[src/rtl/div_32_iter_pkg.sv]
// Shared types and constants for the iterative 32-bit signed divider.
package div_32_iter_pkg;

  typedef enum logic [1:0] {
    IDLE = 2'd0,
    RUN  = 2'd1,
    DONE = 2'd2
  } state_t;

  localparam int unsigned DIV_WIDTH  = 32;
  localparam int unsigned ITER_COUNT = 32;
  localparam int unsigned CNT_W      = 6;

  // Most negative dividend: the one case where the quotient cannot be represented
  localparam logic [31:0] OVF_DIVIDEND = 32'h8000_0000;

endpackage

[src/rtl/div_32_iter_div_step.sv]
// One restoring-division step: shift in a dividend bit, trial-subtract, restore on borrow.
module div_step #(
  parameter int unsigned W = 32
) (
  input  logic [W:0]   rem_in,
  input  logic         dividend_bit,
  input  logic [W-1:0] divisor,
  output logic [W:0]   rem_out,
  output logic         q_bit
);

  logic [W:0] shifted;
  logic [W:0] diff;

  always_comb begin
    shifted = (rem_in << 1) | {{W{1'b0}}, dividend_bit};
    diff    = shifted - {1'b0, divisor};
    // Top bit set means the trial subtraction borrowed
    q_bit   = ~diff[W];
    rem_out = q_bit ? diff : shifted;
  end

endmodule

[src/rtl/div_32_iter.sv]
// Iterative signed divider: one quotient bit per clock, sign-magnitude with truncation toward zero.
module div_32_iter
  import div_32_iter_pkg::*;
#(
  parameter int unsigned DIV_WIDTH = 32
) (
  input  logic                 clock,
  input  logic                 reset_n,
  input  logic [DIV_WIDTH-1:0] data_operandA,
  input  logic [DIV_WIDTH-1:0] data_operandB,
  input  logic                 ctrl_DIV,
  output logic [DIV_WIDTH-1:0] data_result,
  output logic                 data_exception,
  output logic                 data_resultRDY
);

  state_t               state_q, state_d;
  logic [CNT_W-1:0]     cnt_q, cnt_d;
  logic [DIV_WIDTH:0]   rem_q, rem_d;
  logic [DIV_WIDTH-1:0] quo_q, quo_d;
  logic [DIV_WIDTH-1:0] dvs_q, dvs_d;
  logic                 neg_q, neg_d;
  logic                 ovf_q, ovf_d;
  logic [DIV_WIDTH-1:0] result_d;
  logic                 exc_d;
  logic                 rdy_d;

  logic [DIV_WIDTH:0]   step_rem;
  logic                 step_bit;
  logic [DIV_WIDTH-1:0] quo_next;
  logic [DIV_WIDTH-1:0] mag_a;
  logic [DIV_WIDTH-1:0] mag_b;

  assign mag_a    = data_operandA[DIV_WIDTH-1] ? -data_operandA : data_operandA;
  assign mag_b    = data_operandB[DIV_WIDTH-1] ? -data_operandB : data_operandB;
  // quo_q holds the unconsumed dividend in its upper bits and the quotient in its lower bits
  assign quo_next = {quo_q[DIV_WIDTH-2:0], step_bit};

  div_step #(.W(DIV_WIDTH)) u_step (
    .rem_in       (rem_q),
    .dividend_bit (quo_q[DIV_WIDTH-1]),
    .divisor      (dvs_q),
    .rem_out      (step_rem),
    .q_bit        (step_bit)
  );

  // Next-state and datapath update
  always_comb begin
    state_d  = state_q;
    cnt_d    = cnt_q;
    rem_d    = rem_q;
    quo_d    = quo_q;
    dvs_d    = dvs_q;
    neg_d    = neg_q;
    ovf_d    = ovf_q;
    result_d = data_result;
    exc_d    = data_exception;
    rdy_d    = 1'b0;

    unique case (state_q)
      IDLE, DONE: begin
        state_d = IDLE;
        if (ctrl_DIV) begin
          if (data_operandB == '0) begin
            state_d  = DONE;
            result_d = '0;
            exc_d    = 1'b1;
            rdy_d    = 1'b1;
          end else begin
            state_d = RUN;
            cnt_d   = '0;
            rem_d   = '0;
            quo_d   = mag_a;
            dvs_d   = mag_b;
            neg_d   = data_operandA[DIV_WIDTH-1] ^ data_operandB[DIV_WIDTH-1];
            ovf_d   = (data_operandA == DIV_WIDTH'(OVF_DIVIDEND)) && (data_operandB == '1);
          end
        end
      end
      RUN: begin
        rem_d = step_rem;
        quo_d = quo_next;
        cnt_d = cnt_q + CNT_W'(1);
        if (cnt_q == CNT_W'(ITER_COUNT - 1)) begin
          state_d  = DONE;
          result_d = neg_q ? -quo_next : quo_next;
          exc_d    = ovf_q;
          rdy_d    = 1'b1;
        end
      end
      default: state_d = IDLE;
    endcase
  end

  // State and output registers
  always_ff @(posedge clock) begin
    if (!reset_n) begin
      state_q        <= IDLE;
      cnt_q          <= '0;
      rem_q          <= '0;
      quo_q          <= '0;
      dvs_q          <= '0;
      neg_q          <= 1'b0;
      ovf_q          <= 1'b0;
      data_result    <= '0;
      data_exception <= 1'b0;
      data_resultRDY <= 1'b0;
    end else begin
      state_q        <= state_d;
      cnt_q          <= cnt_d;
      rem_q          <= rem_d;
      quo_q          <= quo_d;
      dvs_q          <= dvs_d;
      neg_q          <= neg_d;
      ovf_q          <= ovf_d;
      data_result    <= result_d;
      data_exception <= exc_d;
      data_resultRDY <= rdy_d;
    end
  end

endmodule

[config.mk]
export PLATFORM = sky130hd
export DESIGN_NAME = div_32_iter
export DESIGN_NICKNAME = d
export VERILOG_FILES = /design/src/rtl/div_32_iter_pkg.sv /design/src/rtl/div_32_iter_div_step.sv /design/src/rtl/div_32_iter.sv
export SDC_FILE = /design/constraint.sdc
export NUM_CORES = 1
export LEC_CHECK = 0
export BUFFER_PORTS_ARGS = -buffer_cell sky130_fd_sc_hd__buf_4
export CAP_MARGIN = 20
export CORE_MARGIN = 2
export CORE_UTILIZATION = 55
export CTS_CLUSTER_SIZE = 28
export DETAILED_ROUTE_END_ITERATION = 7
export PLACE_DENSITY = 0.86
export RECOVER_POWER = 100
export SLEW_MARGIN = 5
export SYNTH_ARGS = -nofsm -noshare
export SYNTH_HDL_FRONTEND = slang
export SYNTH_HIERARCHICAL = 1
export SYNTH_SLANG_ARGS = --single-unit
[constraint.sdc]
create_clock -name clock -period 5.5 [get_ports clock]
set_input_delay 1.1 -clock clock [delete_from_list [all_inputs] [get_ports clock]]
set_output_delay 1.1 -clock clock [all_outputs]
set_load 0.02 [all_outputs]
==> results of run 1 <==
## cell type report
cell class / count / area (sq um)
flip-flops and latches: 140 / 2800
multi-input cells: 932 / 6160
clock buffers: 19 / 443
fillers: 1451 / 6030
well taps: 220 / 275
repair buffers: 110 / 681
inverters: 49 / 184
clock inverters: 13 / 133
## state kept, by name, indices dropped and copies added, names as in the netlist
register / cells
ovf_q: 1
dvs_q: 32
data_result: 32
quo_q: 32
data_exception: 1
rem_q: 32
neg_q: 1
data_resultRDY: 1
state_q: 2
cnt_q: 6
## power breakdown
part           switching [W]  total, W  internal [W]
registers           0.000123   0.00126       0.00114
logic                0.00180   0.00304       0.00124
clock network       0.000487   0.00113      0.000646
total                0.00241   0.00543       0.00303
## metal layers
layer	global-route usage [%]	routed length, microns
met1	38.1	11500
met2	46.2	12200
met3	4.08	1680
met4	12.5	734
met5	0	0
## worst min path at each step
stage / endpoint / cells after the start / start / slack, ns
2_1_floorplan: ovf_q$_SDFFE_PN0P_ / 2 / ovf_q$_SDFFE_PN0P_ / 0.43
3_3_place_gp: ovf_q$_SDFFE_PN0P_ / 2 / ovf_q$_SDFFE_PN0P_ / 0.44
3_5_place_dp: data_result[25]$_SDFFE_PN0P_ / 1 / data_result[25]$_SDFFE_PN0P_ / 0.45
4_1_cts: ovf_q$_SDFFE_PN0P_ / 2 / ovf_q$_SDFFE_PN0P_ / 0.47
5_1_grt: data_result[11]$_SDFFE_PN0P_ / 1 / data_result[11]$_SDFFE_PN0P_ / 0.48
6_report: data_result[29]$_SDFFE_PN0P_ / 1 / data_result[29]$_SDFFE_PN0P_ / 0.46
## placed cells by master, fill, tap and decap left out, types with 9 or more instances in the layout
master,count
o21ai_0,59
xor2_1,81
dfxtp_1,140
a211oi_1,17
o2bb2ai_1,21
nand3_1,66
a221o_1,16
or4_1,17
o31ai_1,38
a21o_1,12
o41ai_1,19
clkbuf_16,17
nor3_1,14
inv_1,48
clkbuf_1,39
o21ai_1,9
nor2_1,76
nor4_1,16
nand4_1,23
nand2b_1,11
ha_1,38
buf_4,71
mux2_2,16
xnor2_1,26
a21oi_1,111
nand2_1,124
## what timing repair did
action                                  4_1_cts  5_1_grt
endpoints found under the hold margin         0        0
gates resized for setup                       0        1
endpoints found under the setup margin        0        1
## per-stage QoR
stage / power (W) / worst slack, ns / instances / hold WS [ns] / util, %
final: 0.00543 / 0.375 / 1483 / 0.464 / 63.9
after global routing: 0.00577 / 0.145 / 1483 / 0.485 / 63.9
after CTS: 0.00537 / 0.349 / 1483 / 0.467 / 64.8
after detailed placement: 0.00421 / 0.413 / 1451 / 0.448 / 61.4
after global placement: 0.00413 / 0.504 / 1451 / 0.438 / 61.4
after floorplan: 0.00360 / 1.10 / 1196 / 0.429 / -
==> flow_metrics.tcl, run 1 <==
set metrics [dict create \
    leakage_nw 4.09 \
    n_antenna_cell 0 \
    violations "capacitance limit, slew limit" \
    hold_class "flop to flop" \
    r2r_slack_ns 0.37 \
    antenna_found_initial 0 \
    syn_avg_cell_area_sq_um 7.92 \
    cp.required_ns 5.79 \
    remaining_drc_errors 0 \
    drt_iter0_drc 1025 \
    yosysWarnings 6 \
    hpwl_mm 17.9 \
    clkSinkCount 140 \
    critPathArrivalTime_ns 5.42 \
    critPathLaunch "quo_q[31]$_SDFFE_PN0P_" \
    fin_crit_ns 5.13 \
    syn-cell-area_sq_mm 0.00947 \
    p_per_area_mw_per_mm2 509 \
    synth_nets 1302 \
    worst_setup_path_end_kind "flop" \
    cts_root_buffer "clkbuf_16" \
    path_clk_slew_ns 0.07 \
    drv_cap 1 \
    nets 1356 \
    fin_crit_sh_pct 93.2 \
    drive_gt1_share_pct 11.7 \
    vias 9473 \
    grt_max_degree 76 \
    htreeDepth 4 \
    rsz0062_at_grt "false" \
    clk_latency_ns 0.43 \
    cts.path.max_buffers 2 \
    final_cell_area_sq_mm 0.0107 \
    slowest_delay_ns 0.51 \
    syn2layout_area_growth_pct 12.7 \
    dr.pass1.iters 5 \
    slowest_stage "or3b_2" \
    crit_fanout 5 \
    cts_buffers 17 \
    cp.buffers_inverters 2 \
    setup_viol 0 \
    worst_pin_slew_ns 2.59 \
    post_cts_buffers 0 \
    worst_clock_skew_ns 0.0110 \
    max_clock_freq_mhz 195 \
    regToRegEndpoint "data_result[22]$_SDFFE_PN0P_" \
    ir_drop_mv 0.287 \
    path_cells "inv_1 -> ha_1 -> fa_1 -> or2b_1 -> a21oi_1 -> o21bai_4 -> a21oi_2 -> o2111ai_1 -> a311o_1 -> o211ai_1 -> ha_1 -> inv_1 -> ha_1 -> or3b_2 -> nor4_2 -> nand3_1 -> o31ai_1 -> xor2_1 -> o2bb2ai_1" \
    crit_cells 19 \
    cp-start-kind "flop" \
    initial_utilization_pct 56.7 \
    crit_type "flop to flop" \
    outcome "finished with violations" \
    cts_tree "done" \
    cp_top_family "compound AO/OA/AOI/OAI gates" \
    wl_per_cell_microns 17.6 \
    synth_cells 1196 \
    dieHeight_microns 135 \
    postCtsHoldBufs 0 \
    io_buffers 100 \
    tns_ns 0 \
    slew_viol_final 76 \
    coreArea_sq_mm 0.0167 \
    first_global_vias 9061 \
    setup.worst_path.end "data_result[22]$_SDFFE_PN0P_" \
    chipWidth_microns 135 \
    slew_headroom_pct -72.7 \
    grtUsageTotal_pct 28.6 \
    antenna_left 0 \
    hold_violations 0 \
    rr_startpoint "quo_q[31]$_SDFFE_PN0P_" \
    place_area_sq_mm 0.0102 \
    dieArea_sq_mm 0.0183 \
    via_per_inst 6.39 \
    r2r.worst_path.cells 19 \
    cp_common_cell "ha_1" \
    grt_pass1_wl_mm 42.9 \
    pin_count 101 \
    core.rowCount 47 \
    gp_routability_congestion 0.946 \
    globalRoute.totalOverflow 0 \
    routed_wl_mm 26.1 \
]
Note: power is estimated with default switching activity, not from simulation.
==> inputs of run 2 (changes only) <==
--- a/config.mk
+++ b/config.mk
@@ -5,8 +5,9 @@
 export SDC_FILE = /design/constraint.sdc
 export NUM_CORES = 1
 export LEC_CHECK = 0
+export ABC_AREA = 1
 export BUFFER_PORTS_ARGS = -buffer_cell sky130_fd_sc_hd__buf_4
-export CAP_MARGIN = 20
+export CAP_MARGIN = 40
 export CORE_MARGIN = 2
 export CORE_UTILIZATION = 55
 export CTS_CLUSTER_SIZE = 28
==> run 2 against run 1 <==
The flow still finishes with violations (capacitance limit, slew limit). Setup slack better by 0.81 ns. Final cell count is 51% higher. Sequential power is 6% lower. Non-clock buffer count is 1 lower. Core utilization is 1.4 points lower. Critical path depth is 7 lower. Clock power hardly changed. Combinational power is 44% lower. Routed wire length is 36% higher. Highest routed layer unchanged.
==> flow_metrics.tcl, run 2 <==
set metrics [dict create \
    outcome "finished with violations" \
    violations "capacitance limit, slew limit" \
    wl_per_cell_microns 15.9 \
    cts.path.max_buffers 2 \
    drv_cap 2 \
    pin_count 101 \
    routed_wl_mm 35.6 \
    slowest_delay_ns 1.37 \
    htreeDepth 4 \
    fin_ws_ns 1.18 \
    crit_fanout 52 \
    final_common_cell "nand2_1" \
    chipWidth_microns 145 \
    fin_crit_sh_pct 78.5 \
    io_buffers 100 \
    slew_headroom_pct -28.0 \
    dr.pass1.iters 6 \
    ir_drop_mv 0.218 \
    cp_top_family "buffers and inverters" \
    yosysWarnings 6 \
    worst_setup_path_end_kind "flop" \
    power_w 0.00399 \
    dieArea_sq_mm 0.0210 \
    grt_pass1_wl_mm 58.5 \
    clkSinkCount 140 \
    fin_crit_ns 4.32 \
    initial_utilization_pct 56.1 \
    leakage_nw 6.04 \
    remaining_drc_errors 0 \
    cp.buffers_inverters 4 \
    nets 2069 \
    crit_type "primary input to flop" \
    syn2layout_area_growth_pct 11.4 \
    synth_cells 1900 \
    drt_iter0_drc 1191 \
    max_clock_freq_mhz 232 \
    rsz0062_at_grt "false" \
    post_cts_buffers 0 \
    p_per_area_mw_per_mm2 327 \
    slew_viol_final 81 \
    core.rowCount 51 \
    antenna_left 0 \
    setup_viol 0 \
    worst_pin_slew_ns 1.92 \
    tns_ns 0 \
    syn_avg_cell_area_sq_um 5.76 \
    antenna_found_initial 1 \
    drive_gt1_share_pct 6.78 \
    place_ws_ns 1.37 \
    slowest_stage "clkbuf_1" \
    most-common-layout-cells "nand2_1 (597), inv_1 (264), nor2_1 (229)" \
    first_global_vias 11700 \
    synth_nets 2006 \
    vias 12400 \
    fin_util_pct 62.5 \
    grt_max_degree 69 \
    hpwl_mm 26.8 \
    cp_common_cell "nand2_1" \
    critPathArrivalTime_ns 4.67 \
    worst_clock_skew_ns 0.0112 \
    postCtsHoldBufs 0 \
    gp_routability_congestion 0.951 \
    cts_tree "done" \
    path_cells "buf_4 -> inv_1 -> ha_1 -> nand3_1 -> nor2_1 -> nand4_1 -> nand2_2 -> clkbuf_1 -> nand2_1 -> clkinv_4 -> nand2_1 -> a21oi_1" \
    dieHeight_microns 145 \
    grtUsageTotal_pct 33.9 \
    path_clk_slew_ns 0.07 \
    syn-cell-area_sq_mm 0.0109 \
    fillCellCount 1964 \
    cp.required_ns 5.85 \
    cts_buffers 17 \
    cts_resized 0 \
    hold_violations 0 \
    cp-start-kind "primary input" \
    via_per_inst 5.53 \
    clk_latency_ns 0.43 \
    hold_class "flop to flop" \
    globalRoute.totalOverflow 0 \
    cts_root_buffer "clkbuf_16" \
    coreArea_sq_mm 0.0195 \
]
run 2: path summary, 6_finish.rpt:
path                                     start                           end  slack [ns]  cells past startpoint
setup / recovery              data_operandB[0]         cnt_q[2]$_SDFFE_PN0P_        1.18                     12
setup reg to reg        quo_q[31]$_SDFFE_PN0P_  data_result[18]$_SDFFE_PN0P_        1.25                     24
hold reg to reg   data_result[24]$_SDFFE_PN0P_  data_result[24]$_SDFFE_PN0P_        0.45                      2
hold / removal    data_result[24]$_SDFFE_PN0P_  data_result[24]$_SDFFE_PN0P_        0.45                      2
run 2: worst reg2reg max path: cells and delay by family, from the launching register on:
kind	cells	cell delay, ns
fa+ha+maj	4	1.49
simple gates	15	1.70
flops	1	0.35
compound gates	1	0.09
buf+inv	4	0.51
run 2: routing by layer:
metal | wire (microns) | part of all wire, % | GRT usage [%]
met5 | 0 | 0 | 0
met4 | 1240 | 3.5 | 12.4
met3 | 2970 | 8.3 | 6.64
met2 | 16600 | 47 | 57.0
met1 | 14800 | 42 | 43.1
run 2: layout make-up:
type / count / area, sq um / share of cell area, %
clock inverter: 14 / 124 / 1.02
sequential: 140 / 2800 / 23.0
timing repair buffer: 109 / 683 / 5.60
multi-input combinational: 1426 / 6800 / 55.7
inverter: 269 / 1010 / 8.32
tap: 265 / 332 / 2.72
clock buffer: 18 / 439 / 3.60
antenna: 1 / 2.50 / 0.0205
run 2: power by group:
group,leakage [nW],switching (W),internal [W],total (W)
logic,4.63,0.00115,0.000536,0.00169
registers,1.14,0.0000776,0.00110,0.00118
clock network,0.269,0.000519,0.000605,0.00112
total,6.04,0.00175,0.00224,0.00399
run 2: through the flow:
stage          hold WS, ns  std cells  instance area, sq um
2_1_floorplan        0.439       1900                 10900
3_3_place_gp         0.437       2207                 11800
3_5_place_dp         0.441       2209                 11800
4_1_cts              0.454       2241                 12400
5_1_grt              0.474       2241                 12200
6_report             0.450       2242                 12200
